## config.mk

```make
export PLATFORM = sky130hd
export DESIGN_NAME = vu_bus_master
export DESIGN_NICKNAME = d
export VERILOG_FILES = /design/src/rtl/vu_bus_master.sv
export SDC_FILE = /design/constraint.sdc
export NUM_CORES = 1
export LEC_CHECK = 0
export BUFFER_PORTS_ARGS = -buffer_cell sky130_fd_sc_hd__buf_4
export CAP_MARGIN = 20
export CORE_AREA = 8 8 99 101
export CTS_CLUSTER_DIAMETER = 40
export DETAILED_ROUTE_END_ITERATION = 10
export DIE_AREA = 0 0 107 109
export MAX_ROUTING_LAYER = met4
export PLACE_DENSITY = 0.77
export SETUP_SLACK_MARGIN = 0.1
export SYNTH_ARGS = -nofsm -noshare
export SYNTH_HDL_FRONTEND = slang
export SYNTH_SLANG_ARGS = --single-unit
```

## constraint.sdc

```tcl
create_clock -name clk_cpu -period 2.43 [get_ports clk_cpu]
set_clock_uncertainty 0.2 [all_clocks]
set_input_delay 0.3645 -clock clk_cpu [delete_from_list [all_inputs] [get_ports clk_cpu]]
set_output_delay 0.3645 -clock clk_cpu [all_outputs]
set_load 0.1 [all_outputs]
```

## src/rtl/vu_bus_master.sv

```systemverilog
// Initiator for the Vector-06C expansion bus: turns one client request into a
// full status / address / strobe cycle and samples the responder's read data.
module vu_bus_master #(
    parameter int T_STATUS = 2,
    parameter int T_ADDR   = 2,
    parameter int T_STROBE = 4
) (
    input  logic        clk_cpu,
    input  logic        sys_reset,
    input  logic        req,
    input  logic [1:0]  op,
    input  logic [15:0] addr,
    input  logic [7:0]  wdata,
    input  logic        stack,
    output logic        busy,
    output logic        done,
    output logic [7:0]  rdata,
    output logic        responded,
    output logic [7:0]  vu_shap_n,
    output logic [7:0]  vu_shavv_n,
    output logic        vu_ras_n,
    output logic        vu_cas_n,
    output logic        vu_memrd_n,
    output logic        vu_memwr_n,
    output logic        vu_iord_n,
    output logic        vu_iowr_n,
    output logic        vu_strob_sost,
    output logic [7:0]  vu_shd_o,
    output logic        vu_shd_oe,
    input  logic [7:0]  vu_shd_i,
    input  logic        vu_blk_n
);

    localparam logic [1:0] OP_MEMRD = 2'b00;
    localparam logic [1:0] OP_MEMWR = 2'b01;
    localparam logic [1:0] OP_IORD  = 2'b10;
    localparam logic [1:0] OP_IOWR  = 2'b11;

    typedef enum logic [3:0] {
        S_IDLE, S_STAT_SETUP, S_STAT_PULSE, S_STAT_HOLD, S_ROW, S_RAS,
        S_COL_SETUP, S_CAS, S_IOADDR, S_STROBE, S_END
    } state_t;

    typedef struct packed {
        logic [7:0] shap_n;
        logic [7:0] shavv_n;
        logic       ras_n;
        logic       cas_n;
        logic       memrd_n;
        logic       memwr_n;
        logic       iord_n;
        logic       iowr_n;
        logic       strob_sost;
        logic [7:0] shd_o;
        logic       shd_oe;
        logic       busy;
        logic       done;
    } pins_t;

    localparam pins_t PINS_IDLE = '{
        shap_n: 8'hFF, shavv_n: 8'hFF, ras_n: 1'b1, cas_n: 1'b1,
        memrd_n: 1'b1, memwr_n: 1'b1, iord_n: 1'b1, iowr_n: 1'b1,
        strob_sost: 1'b0, shd_o: 8'h00, shd_oe: 1'b0, busy: 1'b0, done: 1'b0
    };

    state_t      state, state_n;
    logic [7:0]  cnt, cnt_n;
    pins_t       pins, pins_n;
    logic [1:0]  op_q;
    logic [15:0] addr_q;
    logic [7:0]  wdata_q;
    logic        stack_q;

    // Client fields seen by the decode: live inputs on the accepting edge.
    logic [1:0]  op_s;
    logic [15:0] addr_s;
    logic [7:0]  wdata_s;
    logic        stack_s;
    logic [7:0]  status_s;

    function automatic logic [7:0] phase_len(state_t s);
        case (s)
            S_STAT_PULSE:                  return 8'(T_STATUS - 1);
            S_ROW, S_RAS, S_CAS, S_IOADDR: return 8'(T_ADDR - 1);
            S_STROBE:                      return 8'(T_STROBE - 1);
            default:                       return 8'd0;
        endcase
    endfunction

    // NOTE: every combinational output gets a default first so no path can infer a latch.
    always_comb begin
        state_n = state;
        cnt_n   = cnt;
        if (state == S_IDLE) begin
            if (req) state_n = S_STAT_SETUP;
        end else if (cnt != 8'd0) begin
            cnt_n = cnt - 8'd1;
        end else begin
            case (state)
                S_STAT_SETUP: state_n = S_STAT_PULSE;
                S_STAT_PULSE: state_n = S_STAT_HOLD;
                S_STAT_HOLD:  state_n = op_q[1] ? S_IOADDR : S_ROW;
                S_ROW:        state_n = S_RAS;
                S_RAS:        state_n = S_COL_SETUP;
                S_COL_SETUP:  state_n = S_CAS;
                S_CAS:        state_n = S_STROBE;
                S_IOADDR:     state_n = S_STROBE;
                S_STROBE:     state_n = S_END;
                default:      state_n = S_IDLE;
            endcase
            cnt_n = phase_len(state_n);
        end
    end

    always_comb begin
        op_s     = (state == S_IDLE) ? op    : op_q;
        addr_s   = (state == S_IDLE) ? addr  : addr_q;
        wdata_s  = (state == S_IDLE) ? wdata : wdata_q;
        stack_s  = (state == S_IDLE) ? stack : stack_q;
        status_s = {op_s == OP_MEMRD, op_s == OP_IORD, 1'b0, op_s == OP_IOWR,
                    1'b0, stack_s, ~op_s[0], 1'b0};
    end

    // Pins are decoded from the next state and registered, so they never glitch.
    always_comb begin
        pins_n      = PINS_IDLE;
        pins_n.busy = (state_n != S_IDLE);
        pins_n.done = (state_n == S_END);
        case (state_n)
            S_STAT_SETUP, S_STAT_HOLD: begin
                pins_n.shd_oe = 1'b1;
                pins_n.shd_o  = status_s;
            end
            S_STAT_PULSE: begin
                pins_n.shd_oe     = 1'b1;
                pins_n.shd_o      = status_s;
                pins_n.strob_sost = 1'b1;
            end
            S_ROW: pins_n.shap_n = ~addr_s[7:0];
            S_RAS: begin
                pins_n.shap_n = ~addr_s[7:0];
                pins_n.ras_n  = 1'b0;
            end
            S_COL_SETUP: begin
                pins_n.shap_n = ~addr_s[15:8];
                pins_n.ras_n  = 1'b0;
            end
            S_CAS: begin
                pins_n.shap_n = ~addr_s[15:8];
                pins_n.ras_n  = 1'b0;
                pins_n.cas_n  = 1'b0;
            end
            S_IOADDR: pins_n.shavv_n = ~addr_s[7:0];
            S_STROBE: begin
                if (op_s[1]) begin
                    pins_n.shavv_n = ~addr_s[7:0];
                    pins_n.iord_n  = op_s[0];
                    pins_n.iowr_n  = ~op_s[0];
                end else begin
                    pins_n.shap_n  = ~addr_s[15:8];
                    pins_n.ras_n   = 1'b0;
                    pins_n.cas_n   = 1'b0;
                    pins_n.memrd_n = op_s[0];
                    pins_n.memwr_n = ~op_s[0];
                end
                if (op_s[0]) begin
                    pins_n.shd_oe = 1'b1;
                    pins_n.shd_o  = wdata_s;
                end
            end
            default: ;
        endcase
    end

    // NOTE: sequential state uses non-blocking assignments so every register samples pre-edge values.
    always_ff @(posedge clk_cpu or posedge sys_reset) begin
        if (sys_reset) begin
            state     <= S_IDLE;
            cnt       <= 8'd0;
            pins      <= PINS_IDLE;
            op_q      <= 2'b00;
            addr_q    <= 16'h0000;
            wdata_q   <= 8'h00;
            stack_q   <= 1'b0;
            rdata     <= 8'h00;
            responded <= 1'b0;
        end else begin
            state <= state_n;
            cnt   <= cnt_n;
            pins  <= pins_n;
            if (state == S_IDLE && req) begin
                op_q    <= op;
                addr_q  <= addr;
                wdata_q <= wdata;
                stack_q <= stack;
            end
            if (state == S_STROBE && cnt == 8'd0) begin
                responded <= ~vu_blk_n;
                if (!op_q[0]) rdata <= vu_blk_n ? 8'hFF : vu_shd_i;
            end
        end
    end

    assign busy          = pins.busy;
    assign done          = pins.done;
    assign vu_shap_n     = pins.shap_n;
    assign vu_shavv_n    = pins.shavv_n;
    assign vu_ras_n      = pins.ras_n;
    assign vu_cas_n      = pins.cas_n;
    assign vu_memrd_n    = pins.memrd_n;
    assign vu_memwr_n    = pins.memwr_n;
    assign vu_iord_n     = pins.iord_n;
    assign vu_iowr_n     = pins.iowr_n;
    assign vu_strob_sost = pins.strob_sost;
    assign vu_shd_o      = pins.shd_o;
    assign vu_shd_oe     = pins.shd_oe;

endmodule

```

==> report_table.html <==
<table>
<tr><th>Metric</th><th>Value</th></tr>
<tr><th colspan="2">Run status</th></tr>
<tr><td>Outcome</td><td>complete, but fails checks</td></tr>
<tr><td>Violated checks</td><td>negative setup slack</td></tr>
<tr><th colspan="2">Clock network</th></tr>
<tr><td>Maximum root-to-sink buffer count</td><td>2</td></tr>
<tr><td>CTS tree</td><td>built</td></tr>
<tr><td>CTS Sinks</td><td>82</td></tr>
<tr><td>Root Buffer</td><td>clkbuf_8</td></tr>
<tr><td>H-tree levels</td><td>3</td></tr>
<tr><td>Clock transition at the registers of the reported paths</td><td>0.09 ns</td></tr>
<tr><td>Clock latency of the later-clocked register in the worst-skew pair</td><td>0.36 ns</td></tr>
<tr><td>Number of buffers created by CTS</td><td>9</td></tr>
<tr><th colspan="2">Critical path</th></tr>
<tr><td>Sum of buffers and inverters on the critical path</td><td>2</td></tr>
<tr><td>CP max FO</td><td>4</td></tr>
<tr><td>Crit path cell chain</td><td>or4b_2 &gt; o211ai_1 &gt; a221o_1 &gt; buf_4 &gt; o211ai_1 &gt; buf_4 &gt; o32ai_1</td></tr>
<tr><td>Worst path top cell family by delay</td><td>simple AND/OR/NAND/NOR gates</td></tr>
<tr><td>Worst Path Class, Setup</td><td>reg -&gt; reg</td></tr>
<tr><td>Register-to-register path setup slack</td><td>-0.01 ns</td></tr>
<tr><td>Critical path endpoint category</td><td>register</td></tr>
<tr><td>Startpoint types</td><td>register</td></tr>
<tr><td>Delay of the slowest cell on the worst path</td><td>about 0.71 ns</td></tr>
<tr><td>Arrival time of data at the critical path endpoint</td><td>approximately 2.5 ns</td></tr>
<tr><td>Required time of the critical path</td><td>2.48 ns</td></tr>
<tr><td>Critical-path top delay cell</td><td>or4b_2</td></tr>
<tr><th colspan="2">Synthesis</th></tr>
<tr><td>Synthesis-stage register bit count</td><td>82</td></tr>
<tr><td>Number of synthesized flops with an enable pin</td><td>0</td></tr>
<tr><td>Syn_area_per_cell</td><td>around 11 sq um</td></tr>
<tr><td>Simple-gate portion of the synthesized area</td><td>17.5%</td></tr>
<tr><td>Compound-cell area share of the yosys netlist</td><td>12.0%</td></tr>
<tr><td>Share of synthesized area spent on multiplexers</td><td>approximately 14%</td></tr>
<tr><td>Leading cell type by number of instances after synthesis</td><td>nand2_1</td></tr>
<tr><td>Post-Synth XOR/XNOR Area</td><td>0%</td></tr>
<tr><td>Syn Nets</td><td>397</td></tr>
<tr><td>Primary flip-flop cell chosen by synthesis mapping</td><td>dfrtp_1</td></tr>
<tr><td>Share of synthesized flip-flops with an asynchronous set or reset</td><td>100%</td></tr>
<tr><td>Synthesized instance count</td><td>356</td></tr>
<tr><td>Post-synthesis adder-cell area fraction</td><td>less than 1%</td></tr>
<tr><td>Area fraction of the dominant cell type after synthesis</td><td>38.0%</td></tr>
<tr><td>Summed instance area of the synthesized netlist</td><td>just under 4000 sq um</td></tr>
<tr><td>Leading post-synthesis cells by instance count</td><td>76 x nand2_1, 60 x dfrtp_1, 31 x mux2_2</td></tr>
<tr><td>Total number of yosys warnings</td><td>0</td></tr>
<tr><td>Biggest area consumer among synthesized cells</td><td>dfrtp_1</td></tr>
<tr><td>Combinational family with the most area after synthesis</td><td>simple AND/OR/NAND/NOR gates</td></tr>
<tr><td>Top cells by area in the synthesized netlist</td><td>dfrtp_1 38%, dfstp_2 15%, mux2_2 8.8%</td></tr>
<tr><td>Proportion of synthesized chip area in sequential cells</td><td>52.6%</td></tr>
<tr><td>Count of different cell masters after synthesis</td><td>between 60 and 70</td></tr>
<tr><th colspan="2">Timing</th></tr>
<tr><td>Tmin final</td><td>roughly 2.4 ns</td></tr>
<tr><td>Total Neg Setup Slack</td><td>-0.0307 ns</td></tr>
<tr><td>Tightest Pin Transition</td><td>0.431 ns</td></tr>
<tr><td>Unrepaired setup endpoints after global routing</td><td>true</td></tr>
<tr><td>Worst setup slack after layout</td><td>-0.0144 ns</td></tr>
<tr><td># setup viols final</td><td>3</td></tr>
<tr><td>Minimum hold slack</td><td>0.0459 ns</td></tr>
<tr><td>Part of the cycle the worst path needs</td><td>101%</td></tr>
<tr><td>Fin. max-slew vios</td><td>0</td></tr>
<tr><td>Max Clk Rate</td><td>409 MHz</td></tr>
<tr><td>Final hold violations</td><td>0</td></tr>
<tr><td>Max-Slew Margin vs Limit</td><td>71.2%</td></tr>
<tr><th colspan="2">Route</th></tr>
<tr><td>Via density per instance</td><td>5.40</td></tr>
<tr><td>Post-Route WL</td><td>about 10 mm</td></tr>
<tr><td>DRC</td><td>0</td></tr>
<tr><td>Number of iterations in the first detailed-routing pass</td><td>4</td></tr>
<tr><td>Detailed router's first-iteration violation count</td><td>133</td></tr>
<tr><td>Antenna Nets Post-Route</td><td>0</td></tr>
<tr><td>Vias after detailed routing</td><td>3259</td></tr>
<tr><td>Routed wire per std cell</td><td>17.3 um</td></tr>
<tr><th colspan="2">Power</th></tr>
<tr><td>Ratio of total power to cell area</td><td>approximately 1500 nW/um^2</td></tr>
<tr><td>Post-layout total power</td><td>between 8 and 9 mW</td></tr>
<tr><td>Leakage</td><td>approximately 2.5 nW</td></tr>
<tr><td>Largest vdd supply drop</td><td>0.00101 V</td></tr>
<tr><th colspan="2">Die</th></tr>
<tr><td>Number of rows in the core area</td><td>34</td></tr>
<tr><td>Area of the placeable core</td><td>approximately 8400 sq um</td></tr>
<tr><td>I/O pins</td><td>between 80 and 90</td></tr>
<tr><td>Height of the chip</td><td>roughly 110 um</td></tr>
<tr><td>Floorplan die width</td><td>107 um</td></tr>
<tr><td>Initial cell density of the core</td><td>47.2%</td></tr>
<tr><td>Die area</td><td>~12000 sq um</td></tr>
<tr><th colspan="2">Global routing</th></tr>
<tr><td>Via count of the first global-routing pass</td><td>3256</td></tr>
<tr><td>Number of antenna violations at the first check in global routing</td><td>0</td></tr>
<tr><td>Gr usage total</td><td>17.8%</td></tr>
<tr><td>Wire length of the first global-routing pass</td><td>around 16 mm</td></tr>
<tr><td>Maximum number of pins on one net before global-route repair</td><td>83</td></tr>
<tr><td>Gr ovfl total</td><td>0</td></tr>
<tr><th colspan="2">Finish</th></tr>
<tr><td>Layout cells sized above 1</td><td>54.2%</td></tr>
<tr><td>Area delta synth-&gt;final</td><td>41.3%</td></tr>
<tr><td>Layout filler cell count</td><td>roughly 600</td></tr>
<tr><td>Register cell area after layout</td><td>2080 sq um</td></tr>
<tr><td>Finished Cell Area</td><td>5590 sq um</td></tr>
<tr><td>Antenna cells</td><td>0</td></tr>
<tr><td>Area taken by multi-input logic gates</td><td>~1900 sq um</td></tr>
<tr><td>Final nets</td><td>532</td></tr>
<tr><td>Post-route core utilization</td><td>66.6%</td></tr>
<tr><td>Final instance count without filler cells</td><td>604</td></tr>
<tr><th colspan="2">Place</th></tr>
<tr><td>Last weighted congestion value of the routability-driven placer</td><td>about 0.84</td></tr>
<tr><td>Placed wire-length estimate after detailed placement</td><td>7.17 mm</td></tr>
<tr><td>Number of instances in the placed design</td><td>571</td></tr>
<tr><td>Count of input and output buffers</td><td>slightly above 80</td></tr>
<tr><td>Setup Slack @ Placement</td><td>-0.0115 ns</td></tr>
<tr><td>Dpl cell area</td><td>5030 sq um</td></tr>
<tr><th colspan="2">Worst hold path</th></tr>
<tr><td>Worst min-delay path category</td><td>in -&gt; reg</td></tr>
<tr><th colspan="2">Flow run</th></tr>
<tr><td>Number of violations of the max-capacitance limit</td><td>0</td></tr>
</table>
[path summary, 6_finish.rpt]
path / endpoint / startpoint / cells past startpoint
max: vu_shd_o[2]$_DFF_PP0_ / state[0]$_DFF_PP0_ / 7
min: wdata_q[0]$_DFFE_PP0P_ / wdata[0] / 2
max reg2reg: vu_shd_o[2]$_DFF_PP0_ / state[0]$_DFF_PP0_ / 7
min reg2reg: rdata[0]$_DFFE_PP0P_ / rdata[0]$_DFFE_PP0P_ / 2
max in group asynchronous: vu_iord_n$_DFF_PP1_ / sys_reset / 4
min in group asynchronous: addr_q[10]$_DFFE_PP0P_ / sys_reset / 4
[flip-flops by register name, summed over array words and instances, names as in the netlist, 2 cells and up]
register    count
op_q            2
rdata           8
vu_shd_o        8
addr_q         16
wdata_q         8
cnt             8
vu_shavv_n      8
vu_shap_n       8
state           4
[power by group]
| part | switching (mW) | internal [mW] |
|---|---|---|
| clock network | 0.518 | 0.485 |
| registers | 0.309 | 1.92 |
| logic | 3.19 | 2.12 |
| total | 4.02 | 4.53 |
[layout by cell type, fill, tap and decap left out, drive strengths merged, types with 2 or more instances in the layout]
cell / Yosys / final
clkbuf: 10 / 9
nand4: 2 / 2
a22oi: 7 / 7
clkinv: 0 / 4
a211oi: 2 / 2
nor2: 21 / 21
a32o: 2 / 2
o31ai: 2 / 2
o211ai: 3 / 3
buf: 10 / 143
mux2: 37 / 37
or3: 3 / 3
or4: 2 / 2
ha: 2 / 2
nand3b: 2 / 2
nor3b: 2 / 2
nand4b: 2 / 2
a21oi: 7 / 7
mux2i: 11 / 11
nor3: 9 / 9
inv: 8 / 9
nand2b: 2 / 2
dfstp: 22 / 22
o21ai: 20 / 20
nand3: 5 / 5
nor4: 2 / 2
o32ai: 5 / 5
dfrtp: 60 / 60
nand2: 77 / 77
[area by class of cell]
| class | count | area share, % |
|---|---|---|
| Clock buffer | 9 | 2.22 |
| Tap cell | 108 | 2.42 |
| Multi-Input combinational cell | 246 | 34.6 |
| Clock inverter | 7 | 1.39 |
| Sequential cell | 82 | 37.2 |
| Timing Repair Buffer | 144 | 21.4 |
| Inverter | 8 | 0.739 |
[kinds of logic (layout without fill, tap and decap cells)]
family	after synthesis	count (layout)
flops	82	82
compound gates	59	59
buf+inv	28	168
fa+ha+maj	2	2
mux	48	48
simple gates	137	137
[metal layers]
layer	vias up	routed length [um]	global-route usage, %
met5	-	0	-
met3	10	628	3.66
met4	0	127	7.24
met2	118	5080	27.2
met1	1602	4640	22.8
li1	1529	-	-
[what timing repair did]
item / in CTS / in global routing
pin swaps: 19 / 14
hold buffers: 1 / 0
buffers inserted: 10 / 6
endpoints found under the hold margin: 60 / 0
gates resized for setup: 30 / 20
setup endpoints to repair: 28 / 40
Power figures use the tool's default switching activity.
